$ cat config.mk
export PLATFORM = sky130hd
export DESIGN_NAME = edge_event_arbiter
export DESIGN_NICKNAME = d
export VERILOG_FILES = /design/src/rtl/edge_event_arbiter.sv
export SDC_FILE = /design/constraint.sdc
export NUM_CORES = 1
export LEC_CHECK = 0
export ABC_AREA = 0
export BUFFER_PORTS_ARGS = -buffer_cell sky130_fd_sc_hd__buf_2
export CORE_ASPECT_RATIO = 1.2
export CORE_MARGIN = 8
export CORE_UTILIZATION = 40
export CTS_CLUSTER_DIAMETER = 80
export DETAILED_ROUTE_END_ITERATION = 10
export GPL_TIMING_DRIVEN = 0
export PLACE_DENSITY = 0.65
export SYNTH_ARGS = -nofsm -noshare
export SYNTH_HDL_FRONTEND = slang
export SYNTH_SLANG_ARGS = --single-unit
$ cat constraint.sdc
create_clock -name clk -period 3.5 [get_ports clk]
set_clock_uncertainty 0.05 [all_clocks]
set_input_delay 0.7 -clock clk [delete_from_list [all_inputs] [get_ports clk]]
set_output_delay 0.7 -clock clk [all_outputs]
set_load 0.1 [all_outputs]
$ cat src/rtl/edge_event_arbiter.sv
// edge_event_arbiter: 4-channel rising-edge event queue with round-robin offer and drop accounting
module edge_event_arbiter #(
  parameter int CNT_W = 8
) (
  input  logic             clk,
  input  logic             reset,
  input  logic [3:0]       L,
  input  logic             ev_ready,
  output logic             ev_valid,
  output logic [1:0]       ev_id,
  output logic             busy,
  output logic [3:0]       overflow,
  output logic [CNT_W-1:0] drop_cnt
);
  localparam int SW = CNT_W + 3;
  typedef enum logic {IDLE, OFFER} state_t;
  state_t state, state_n;
  logic [3:0] L_q, pending, rise, clr, drop;
  logic [1:0] ptr, sel;
  logic hs;
  logic [2:0] ndrop;
  logic [SW-1:0] sum;
  assign rise = L & ~L_q;
  assign hs = state == OFFER && ev_ready;
  assign clr = hs ? 4'b0001 << ev_id : 4'b0000;
  assign drop = rise & pending & ~clr;
  assign ev_valid = state == OFFER;
  assign busy = |pending;
  assign ndrop = 3'(drop[0]) + 3'(drop[1]) + 3'(drop[2]) + 3'(drop[3]);
  assign sum = SW'(drop_cnt) + SW'(ndrop);
  always_comb begin
    sel = ptr;
    for (int k = 4; k >= 1; k--)
      if (pending[ptr + 2'(k)]) sel = ptr + 2'(k);
  end
  always_comb begin
    state_n = state == IDLE ? (busy ? OFFER : IDLE) : (ev_ready ? IDLE : OFFER);
  end
  always_ff @(posedge clk) begin
    if (reset) state <= IDLE;
    else state <= state_n;
  end
  always_ff @(posedge clk) begin
    L_q <= L;
    if (reset) begin
      pending  <= '0;
      ptr      <= 2'd3;
      overflow <= '0;
      drop_cnt <= '0;
      ev_id    <= '0;
    end else begin
      pending  <= (pending & ~clr) | rise;
      overflow <= overflow | drop;
      drop_cnt <= sum > SW'({CNT_W{1'b1}}) ? {CNT_W{1'b1}} : sum[CNT_W-1:0];
      if (state == IDLE && busy) ev_id <= sel;
      if (hs) ptr <= ev_id;
    end
  end
endmodule

Word level (Yosys, flattened, before mapping)

Cells that the tools add are included.

Bits in registers: 25
Input port bits: 7
Output and inout bits: 16

Add/sub/neg operators: 7
$lt $le $gt $ge: 4
Shift-type cells: 1
Muxes and demuxes: 14
Bitwise gates (word level): 9
Reduce and logical (&&, ||, !) cells: 3

Operator list:

| cell                | number |
|---|---|
| $and 4x4->4         | 4 |
| $add 8x3->9         | 1 |
| $gt 9x8->1 const B  | 1 |
| $lt 2x3->1 const B  | 3 |
| $mux 8              | 1 |
| $not 4->4           | 2 |
| $or 4x4->4          | 2 |
| $bmux 1 s2          | 3 |
| $mux 1              | 6 |
| $mux 2              | 3 |
| $add 2x2->2 const B | 2 |
| $mux 4              | 1 |
| $reduce_or 4->1     | 1 |
| $shl 1x2->4 const A | 1 |
| $add 2x1->3         | 1 |
| $add 3x1->3         | 1 |
| $add 1x1->2         | 1 |
| $add 2x1->2 const B | 1 |
| $logic_and 1x1->1   | 2 |
| $not 1->1           | 1 |

Logic depth before layout (Yosys ltp)

Gate-level depths: netlist (run 1).

Word-level depth: 10
Depth in mapped cells: 12

Worst setup path after synthesis (run 1)

Ideal clock, no wire load.

Path kind: register to register
Start: reg state, in the netlist ev_valid
End: reg drop_cnt[5]
Setup time: 71 ps
Data arrival time: 3709 ps
Data required time: 3379 ps
Path slack: -330 ps
Stages on the path, launching flop included: 13
Cell sequence: dfxtp_1 -> nand2_1 -> or3_1 -> nand3_1 -> fa_1 -> fa_1 -> inv_1 -> fa_1 -> and3_1 -> clkbuf_1 -> nand3_1 -> o31a_1 -> a21oi_1

Longest elaborated chain between the ends: 10

Ends and longest elaborated chain:

| item                   | RTL line | source |
|---|---|---|
| from (decl)            | 17       | `state_t state, state_n;` |
| from (signal assigned) | 41       | `else state <= state_n;` |
| $logic_and 1x1->1 *    | 24       | `assign hs = state == OFFER && ev_ready;` |
| $mux 4 *               | 25       | `assign clr = hs ? 4'b0001 << ev_id : 4'b0000;` |
| $not 4->4 *            | 26       | `assign drop = rise & pending & ~clr;` |
| $and 4x4->4 *          | 26       |  |
| $add 1x1->2            | 29       | `assign ndrop = 3'(drop[0]) + 3'(drop[1]) + 3'(drop[2]) + 3'(drop[3]);` |
| $add 2x1->3            | 29       |  |
| $add 3x1->3 *          | 29       |  |
| $add 8x3->9 *          | 30       | `assign sum = SW'(drop_cnt) + SW'(ndrop);` |
| $gt 9x8->1             | 54       | `drop_cnt <= sum > SW'({CNT_W{1'b1}}) ? {CNT_W{1'b1}} : sum[CNT_W-1:0];` |
| $mux 8 *               | 54       |  |
| to (signal assigned)   | 54       |  |
| to (decl)              | 13       | `output logic [CNT_W-1:0] drop_cnt` |

Mark *: on every way between the ends. The rest lies on a longest branch, timed or not.
A chain may end at the register's enable or synchronous reset.

Final worst setup path (run 1)

Start: in ev_ready
End: reg drop_cnt[5]

Longest elaborated chain between the ends: 10

Ends and longest elaborated chain:

| item                | RTL line | source |
|---|---|---|
| from (decl)         | 8        | `input logic ev_ready,` |
| $logic_and 1x1->1 * | 24       |  |
| $mux 4 *            | 25       |  |
| $not 4->4 *         | 26       |  |
| $and 4x4->4 *       | 26       |  |
| $add 1x1->2         | 29       |  |
| $add 2x1->3         | 29       |  |
| $add 3x1->3 *       | 29       |  |
| $add 8x3->9 *       | 30       |  |
| $gt 9x8->1          | 54       |  |
| $mux 8 *            | 54       |  |

Marked as above.

==> run summary, run 1 <==
status - completed
Worst EP arrival - 3.42 ns
Post-Place Cells - 173
drt wl/cell - 12.6 um
Worst-path clk slew - 0.13 ns
final hold vios - 0
PortBufs - 22
CTS tree - done
actual slew at the worst max-slew pin - 0.488 ns
Starting Density - 42.2%
post-route antenna net violation count - 0
antenna violations before repair - 0
#FFs+latches synth - 25
Yosys Warn Count - 0
Worst EP required - 3.70 ns
Psw - 211 uW
first-pass GRT wire length - 3870 um
post-CTS setup buffers - 0
max_slew headroom - 67.7%
Syn-to-layout area delta - 17.1%
Final WS setup - 0.273 ns
hpwl dp - 1760 um
Hold Slack - 0.407 ns
Seq pwr share - 54.0%
part of the power in combinational logic - 25.1%
WS Path Type - in2reg
Max Cap Viol - 0
WL final - 2220 um
largest net degree at the start of global routing - 14
GR Layer Usage met3 - 3.07%
Clk Latency, worst-skew pair - 0.31 ns
CTS max path bufs - 2
fillers - 258
largest cells by area after synthesis - dfxtp_1 47%, a21oi_1 6.6%, fa_1 5.6%
gpl congestion - 0.857
ratio of cells with drive above 1 in the final layout - 24.5%
sequential element share of the synthesized area - 46.9%
PD cells - 475 mW/mm2
Reg2Reg Launch Point - ev_valid
final core utilization - 49.5%
cell taking the most area after synthesis - dfxtp_1
ys flop type - dfxtp_1
syn avg cell area - 9.04 um2
via count - 891
RSZ-0062 raised after global routing - no
Clock Power Share - 20.9%
async set-or-reset flop fraction in the synthesized netlist - 0%
HP Start - overflow[3]
Post-Syn Instances - 118
# clock sinks - 25
Yosys cell types - 33
I/O Pins - 23
core area - 0.00253 mm2
Initial DRC Count - 21
most frequent cell after synthesis - dfxtp_1
std cell rows - 20
remaining global-route overflow - 0
Post-synth EDFFs - 0
final non-filler cell total - 176
post-synth top area share - 46.9%
gr busiest metal - met2
layout net count - 155
die area - 0.00458 mm2
Tot GR Track Use - 10.1%
period utilization - 92.2%
worst setup path start - ev_ready
Max Slew Vio Count - 0
reg2reg path depth - 11
GR Util met1 - 11.1%
worst IR drop on VDD - 0.186 mV
Switching Share - 35.6%
synth cell count leaders - 25 x dfxtp_1, 14 x a21oi_1, 13 x inv_1
Fmax - 310 MHz
crit end category - flop
Die X - 63.2 um
Tot Pwr - 594 uW
vias in the first global route - 936
internal power - 382 uW
# hold bufs at CTS - 0
# setup viols final - 0
crit start category - input pin
Worst Hold End - overflow[3]
cts bufs inserted - 3
n_diodes - 0
Crit Path Max Fanout - 6
number of H-tree levels - 1
Reg2Reg Setup Slack - 0.34 ns
DRC violation count after routing - 0
Post-Syn Nets - 129
leakage - 0.000529 uW
Hold WC Path Type - reg2reg
worst r2r dst - drop_cnt[5]
Root Driver - clkbuf_4
Synth Cell Area - 0.00107 mm2
met2 usage - 17.6%
post-place setup slack - -0.154 ns
Min Clock Period, post-route - 3.23 ns
hold depth - 2
DR vias/cell - 5.06
die height - 72.6 um
drt pass-1 iters - 4
registers in the layout, indices dropped and copies added, names as in the netlist:
register  flops
L_q           4
drop_cnt      8
pending       4
ev_valid      1
ev_id         2
ptr           2
overflow      4
cells in the final DEF, fill, tap and decap left out, drive strengths merged, types with 3 or more instances in the layout:
master,Yosys,final
fa,3,3
clkbuf,2,5
nand3,4,4
nor3,3,3
inv,13,13
nor2,12,12
a21oi,14,14
nand2,5,5
nor2b,4,4
a211o,3,3
dfxtp,25,25
buf,1,23
and3,3,3
critical path, stage by stage:
cell     delay [ns]
buf_2          0.11
nand2_1        0.15
o31ai_2        0.09
or2_2          0.33
fa_1           0.49
fa_1           0.44
inv_1          0.08
fa_1           0.21
and3_1         0.29
nand3_1        0.21
o31a_1         0.16
a21oi_1        0.15
how the worst max path moves through the flow:
| stage | end | slack (ns) | cells after the start |
|---|---|---|---|
| 2_1_floorplan | drop_cnt[5] | 0.07 | 12 |
| 3_3_place_gp | drop_cnt[5] | -0.12 | 13 |
| 3_5_place_dp | drop_cnt[5] | -0.15 | 13 |
| 4_1_cts | drop_cnt[5] | 0.19 | 13 |
| 5_1_grt | drop_cnt[5] | 0.05 | 12 |
| 6_report | drop_cnt[5] | 0.27 | 12 |
routing by layer:
| metal | wire [um] | vias up | share of wire, % |
|---|---|---|---|
| met4 | 43 | 0 | 1.9 |
| li1 | - | 455 | - |
| met3 | 128 | 7 | 5.8 |
| met2 | 1040 | 21 | 47 |
| met5 | 0 | - | 0 |
| met1 | 1000 | 408 | 45 |
power groups by stage:
stage	sequential [uW]	combinational, uW	clock (uW)
floorplan	389	59.3	0
global placement	325	148	0
CTS	320	150	130
finish	320	149	124
global route	324	160	142
detailed placement	326	150	0
layout make-up:
cell class	count	area (um2)	share of cell area (%)
multi-input cells	77	510	40.8
flip-flops and latches	25	504	40.3
well taps	33	41.3	3.30
repair buffers	22	110	8.81
inverters	13	48.8	3.90
plain buffers	2	8.76	0.701
clock buffers	4	26.3	2.10
per-stage QoR:
step                      setup TNS [ns]  instance area [um2]
after global routing                   0                 1250
final                                  0                 1250
after detailed placement          -0.312                 1220
after CTS                              0                 1250
after floorplan                        0                 1070
after global placement            -0.210                 1220
kinds of logic after synthesis:
group	Yosys count	synth area share (%)
simple gates	40	20.0
compound gates	32	19.7
flops	25	46.9
buf+inv	16	5.74
fa+ha+maj	4	6.80
xor+xnor	1	0.821
what timing repair did:
| item | CTS | global route |
|---|---|---|
| setup endpoints to repair | 0 | 1 |
| resized for setup | 0 | 1 |
| hold endpoints to repair | 0 | 0 |
(Power assumes the default switching activity.)
==> run 2: changes to the inputs <==
Settings changed: CTS_BUF_LIST set to sky130_fd_sc_hd__clkbuf_16, SLEW_MARGIN set to 20.
==> run 2 against run 1 <==
  * Maximum frequency is 0.21% higher
  * Count of clock-buffer cells in the layout is 1 lower
  * Sequential power hardly changed
  * Flip-flop and latch count stayed put
  * Register-to-register slack better by 0.09 ns
  * Highest routed layer unchanged
  * Power is 21% higher
  * Clock power is 99% higher
  * Die area stayed put
  * Critical path type unchanged
  * Routed wire length is 2.3% higher
  * Via count is 0.79% higher
  * Worst hold slack worse by 0.0092 ns
  * Sequential share of layout area is 1.7 points lower
  * Largest power group unchanged
==> run summary, run 2 (synthesis results as in run 1) <==
RSZ-0062 raised after global routing - no
commonest non-fill, non-tap cell in the layout - buf_2
Worst EP arrival - 3.35 ns (-0.07 ns)
Crit Path Max Fanout - 6 (unchanged)
crit start category - input pin
largest net degree at the start of global routing - 14 (unchanged)
WL final - 2270 um (+2.3%)
PD cells - 549 mW/mm2 (+16%)
Min Clock Period, post-route - 3.22 ns (-0.00683 ns)
Slowest cell on crit path - fa_1
post-route antenna net violation count - 0 (unchanged)
remaining global-route overflow - 0 (unchanged)
worst r2r dst - drop_cnt[5]
n_diodes - 0 (unchanged)
post-place setup slack - -0.154 ns (unchanged)
Worst EP required - 3.63 ns (-0.07 ns)
# setup viols final - 0 (unchanged)
Max Slew Vio Count - 0 (unchanged)
post-cts sizing count - 0 (unchanged)
vias in the first global route - 957 (+2.2%)
Max Cap Viol - 0 (unchanged)
worst IR drop on VDD - 0.228 mV (+23%)
std cell rows - 20 (unchanged)
CTS tree - done
max layer used - met4
HP Start - overflow[3]
PortBufs - 22 (unchanged)
Die X - 63.2 um (unchanged)
Tot GR Track Use - 10.7% (+0.55 points)
DR vias/cell - 5.10 (+0.79%)
die area - 0.00458 mm2 (unchanged)
reg2reg path depth - 11 (unchanged)
max_slew headroom - 67.7% (about the same)
Reg2Reg Launch Point - ev_valid
Fmax - 311 MHz (+0.21%)
via count - 898 (+0.79%)
I/O Pins - 23 (unchanged)
Root Driver - clkbuf_16
# clock sinks - 25 (unchanged)
crit-path max cell delay - 0.49 ns (about the same)
commonest non-fill, non-tap cells in the layout - 23 x buf_2, 22 x dfxtp_1, 14 x inv_1, 14 x a21oi_1, 12 x nor2_1
die height - 72.6 um (unchanged)
core area - 0.00253 mm2 (unchanged)
crit path cell chain - buf_2 > nand2_1 > o31ai_2 > or2_2 > fa_1 > fa_1 > inv_1 > fa_1 > and3_2 > nand3_1 > o31a_1 > a21oi_1
Hold WC Path Type - reg2reg
Tot Pwr - 716 uW (+21%)
Final WS setup - 0.280 ns (+0.00683 ns)
Syn-to-layout area delta - 22.2%
met2 routed WL - 1080 um (+3.5%)
Reg with most FFs - drop_cnt
Reg2Reg Setup Slack - 0.43 ns (+0.09 ns)
Worst Hold End - overflow[3]
first-pass GRT wire length - 3970 um (+2.5%)
antenna violations before repair - 0 (unchanged)
Worst path top cell family by delay - adder cells
Clk Latency, worst-skew pair - 0.26 ns (-0.05 ns)
CTS max path bufs - 2 (unchanged)
max reg flops - 8 (unchanged)
crit end category - flop
actual slew at the worst max-slew pin - 0.488 ns (-0.000000715 ns)
gpl congestion - 0.857 (unchanged)
WS Path Type - in2reg
Metal-1 WL - 985 um (-1.8%)
cts bufs inserted - 3 (unchanged)
Starting Density - 42.2% (unchanged)
ratio of cells with drive above 1 in the final layout - 25.2% (+0.70 points)
number of buffers and inverters on the critical path - 2 (unchanged)
hold depth - 2 (unchanged)
number of H-tree levels - 1 (unchanged)
period utilization - 92.0% (-0.20 points)
metal3 WL - 151 um (+18%)
drt pass-1 iters - 4 (unchanged)
Initial DRC Count - 22 (+4.8%)
leakage - 0.000556 uW (+5.1%)
drt wl/cell - 12.9 um (+2.3%)
layout net count - 155 (unchanged)
post-CTS setup buffers - 0 (unchanged)
final hold vios - 0 (unchanged)
# hold bufs at CTS - 0 (unchanged)
Crit path top cell by count - fa_1
Worst-path clk slew - 0.06 ns (-0.07 ns)
status - completed
hpwl dp - 1760 um (unchanged)
DRC violation count after routing - 0 (unchanged)
-- run 2: worst max-delay path by stage --
stage               startpoint          end  slack (ns)  cells past startpoint
global placement      ev_ready  drop_cnt[5]       -0.12                     13
detailed placement    ev_ready  drop_cnt[5]       -0.15                     13
floorplan             ev_valid  drop_cnt[5]        0.07                     12
CTS                   ev_ready  drop_cnt[5]        0.12                     13
global route          ev_ready  drop_cnt[5]        0.04                     12
finish                ev_ready  drop_cnt[5]        0.28                     12
-- run 2: metrics by stage --
| stage | area (um2) | setup TNS (ns) | hold WS [ns] | utilization [%] | cells |
|---|---|---|---|---|---|
| global placement | 1220 | -0.210 | 0.383 | 48.4 | 173 |
| finish | 1300 | 0 | 0.398 | 51.6 | 176 |
| global route | 1300 | 0 | 0.416 | 51.6 | 176 |
| detailed placement | 1220 | -0.312 | 0.389 | 48.4 | 173 |
| floorplan | 1070 | 0 | 0.432 | - | 118 |
| CTS | 1300 | 0 | 0.400 | 51.5 | 177 |
-- run 2: final cells by class --
| type | count | area (um2) |
|---|---|---|
| Buffer | 2 | 8.76 |
| Clock buffer | 3 | 75.1 |
| Clock inverter | 1 | 3.75 |
| Inverter | 13 | 48.8 |
| Multi-Input combinational cell | 77 | 512 |
| Timing Repair Buffer | 22 | 110 |
| Fill cell | 251 | 1220 |
| Tap cell | 33 | 41.3 |
| Sequential cell | 25 | 504 |
-- run 2: where the power goes --
| group | switching (uW) | internal [uW] |
|---|---|---|
| registers | 17.7 | 303 |
| clock network | 94.0 | 153 |
| logic | 114 | 35.2 |
| total | 226 | 491 |
-- run 2: worst min-delay path, stage by stage, from the launching register on --
cell	delay [ns]
dfxtp_1	0.31
inv_1	0.05
a21oi_1	0.05
-- run 2: layer usage --
metal / track usage, % / up-vias
li1: - / 460
met1: 11.1 / 408
met2: 18.1 / 23
met3: 4.45 / 7
met4: 5.33 / 0
met5: 0 / -
==> run 3: changes to the inputs <==
Settings changed: MAX_ROUTING_LAYER set to met4, REMOVE_ABC_BUFFERS set to 1.
==> run 3 against run 2 <==
  * Final cell count is 1.1% lower
  * Worst setup slack got worse by 0.064 ns
  * Utilization is 0.74 points lower
  * Power fell by 0.72%
  * Routed wire length shrank 3.6%
  * Non-clock buffer count is 2 lower
  * Critical path depth stayed put
  * First-iteration DRC count up 36%
  * Largest cell class unchanged
  * Largest power group unchanged
==> run summary, run 3 (synthesis results as in run 1) <==
largest net degree at the start of global routing - 22 (+8)
gpl congestion - 0.793 (-7.5%)
FF/Latch Area - 500 um2 (-0.74%)
Min Clock Period, post-route - 3.28 ns (+0.0637 ns)
Root Driver - clkbuf_16
drt pass-1 iters - 4 (unchanged)
# setup viols final - 0 (unchanged)
status - completed
Worst-path clk slew - 0.06 ns (about the same)
post-place setup slack - -0.0461 ns (+0.108 ns)
Placed Area - 0.00121 mm2 (-1.3%)
critical path depth - 12 (unchanged)
commonest non-fill, non-tap cell in the layout - dfxtp_1
Die X - 63.2 um (unchanged)
WS Path Type - in2reg
Max Slew Vio Count - 0 (unchanged)
crit end category - flop
Starting Density - 42.2% (unchanged)
reg2reg path depth - 11 (unchanged)
vias in the first global route - 890 (-7.0%)
Worst path top cell family by delay - adder cells
leakage - 0.000550 uW (-1.0%)
Tot Pwr - 711 uW (-0.72%)
WL final - 2180 um (-3.6%)
n_diodes - 0 (unchanged)
die area - 0.00458 mm2 (unchanged)
drt wl/cell - 12.6 um (-2.5%)
crit path cell chain - buf_2 > nand2_1 > o31ai_1 > or2_2 > fa_1 > fa_1 > inv_1 > fa_1 > and3_1 > nand3_1 > o31a_1 > a21oi_1
hpwl dp - 1660 um (-5.8%)
post-route antenna net violation count - 0 (unchanged)
number of H-tree levels - 1 (unchanged)
setup tns final - 0 ns (unchanged)
Clk Latency, worst-skew pair - 0.25 ns (about the same)
Fmax - 304 MHz (-1.9%)
Final Cell Area - 0.00128 mm2 (-1.4%)
antenna violations before repair - 0 (unchanged)
Slowest cell on crit path - fa_1
first-pass GRT wire length - 3800 um (-4.3%)
# hold bufs at CTS - 0 (unchanged)
Syn-to-layout area delta - 20.4%
post-cts sizing count - 0 (unchanged)
layout net count - 153 (-1.3%)
number of buffers and inverters on the critical path - 2 (unchanged)
period utilization - 93.8% (+1.8 points)
Worst EP required - 3.64 ns (about the same)
die height - 72.6 um (unchanged)
via count - 878 (-2.2%)
DR vias/cell - 5.05 (-1.1%)
PD cells - 553 mW/mm2 (+0.73%)
Post-Place Cells - 170 (-1.7%)
worst IR drop on VDD - 0.250 mV (+9.4%)
max reg flops - 8 (unchanged)
ratio of cells with drive above 1 in the final layout - 21.3% (-3.9 points)
commonest non-fill, non-tap cells in the layout - 25 x dfxtp_1, 22 x buf_2, 14 x inv_1, 14 x a21oi_1, 12 x nor2_1
# clock sinks - 25 (unchanged)
DRC violation count after routing - 0 (unchanged)
Hold WC Path Type - reg2reg
remaining global-route overflow - 0 (unchanged)
CTS tree - done
cts bufs inserted - 3 (unchanged)
crit start category - input pin
Tot GR Track Use - 10.4% (-0.28 points)
final non-filler cell total - 174 (-1.1%)
Crit Path Max Fanout - 6 (unchanged)
crit-path max cell delay - 0.49 ns (about the same)
std cell rows - 20 (unchanged)
CTS max path bufs - 2 (unchanged)
Crit path top cell by count - fa_1
core area - 0.00253 mm2 (unchanged)
post-CTS setup buffers - 0 (unchanged)
hold depth - 2 (unchanged)
PortBufs - 22 (unchanged)
Multi-input gate area - 505 um2 (-1.2%)
fillers - 240 (-4.4%)
Worst EP arrival - 3.42 ns (+0.07 ns)
Initial DRC Count - 30 (+36%)
max_slew headroom - 67.5% (-0.16 points)
RSZ-0062 raised after global routing - no
actual slew at the worst max-slew pin - 0.490 ns (+0.00240 ns)
Reg with most FFs - drop_cnt
final hold vios - 0 (unchanged)
I/O Pins - 23 (unchanged)
Final WS setup - 0.216 ns (-0.0637 ns)
Max Cap Viol - 0 (unchanged)
==> run 3: final timing paths <==
check / from / endpoint / slack [ns]
worst max register to register: ev_valid / drop_cnt[5] / 0.30
worst max-delay path: ev_ready / drop_cnt[5] / 0.22
worst min-delay path: overflow[0] / overflow[0] / 0.39
worst min register to register: overflow[0] / overflow[0] / 0.39
==> run 3: cell type report <==
cell class                      instances  area share, %
Tap cell                               33           3.21
Clock buffer                            3           5.84
Multi-Input combinational cell         77           39.3
Timing Repair Buffer                   22           8.57
Sequential cell                        25           38.9
Clock inverter                          1          0.292
Inverter                               13           3.80
==> run 3: per-layer routing <==
metal	track usage [%]	vias to the layer above	routed length [um]
met2	17.6	17	1100
met5	-	-	0
met1	11.0	403	976
li1	-	454	-
met3	1.84	4	73
met4	6.85	0	38
==> run 3: through the flow <==
step | util (%) | hold slack (ns)
floorplan | - | 0.426
global placement | 47.7 | 0.383
detailed placement | 47.7 | 0.388
CTS | 50.8 | 0.397
global route | 50.8 | 0.426
finish | 50.8 | 0.392
==> run 3: worst register-to-register path, delay by kind of cell (launching register included) <==
kind            cells  cell delay, ns
compound gates      2            0.28
fa+ha+maj           3            1.14
buf+inv             1            0.08
flops               1            0.44
simple gates        5            1.17
==> run 3: power breakdown <==
part           switching, uW  leakage (uW)  internal [uW]
sequential              17.4      0.000206            302
clock                   92.1     0.0000423            152
combinational            113      0.000302           34.2
total                    223      0.000550            488
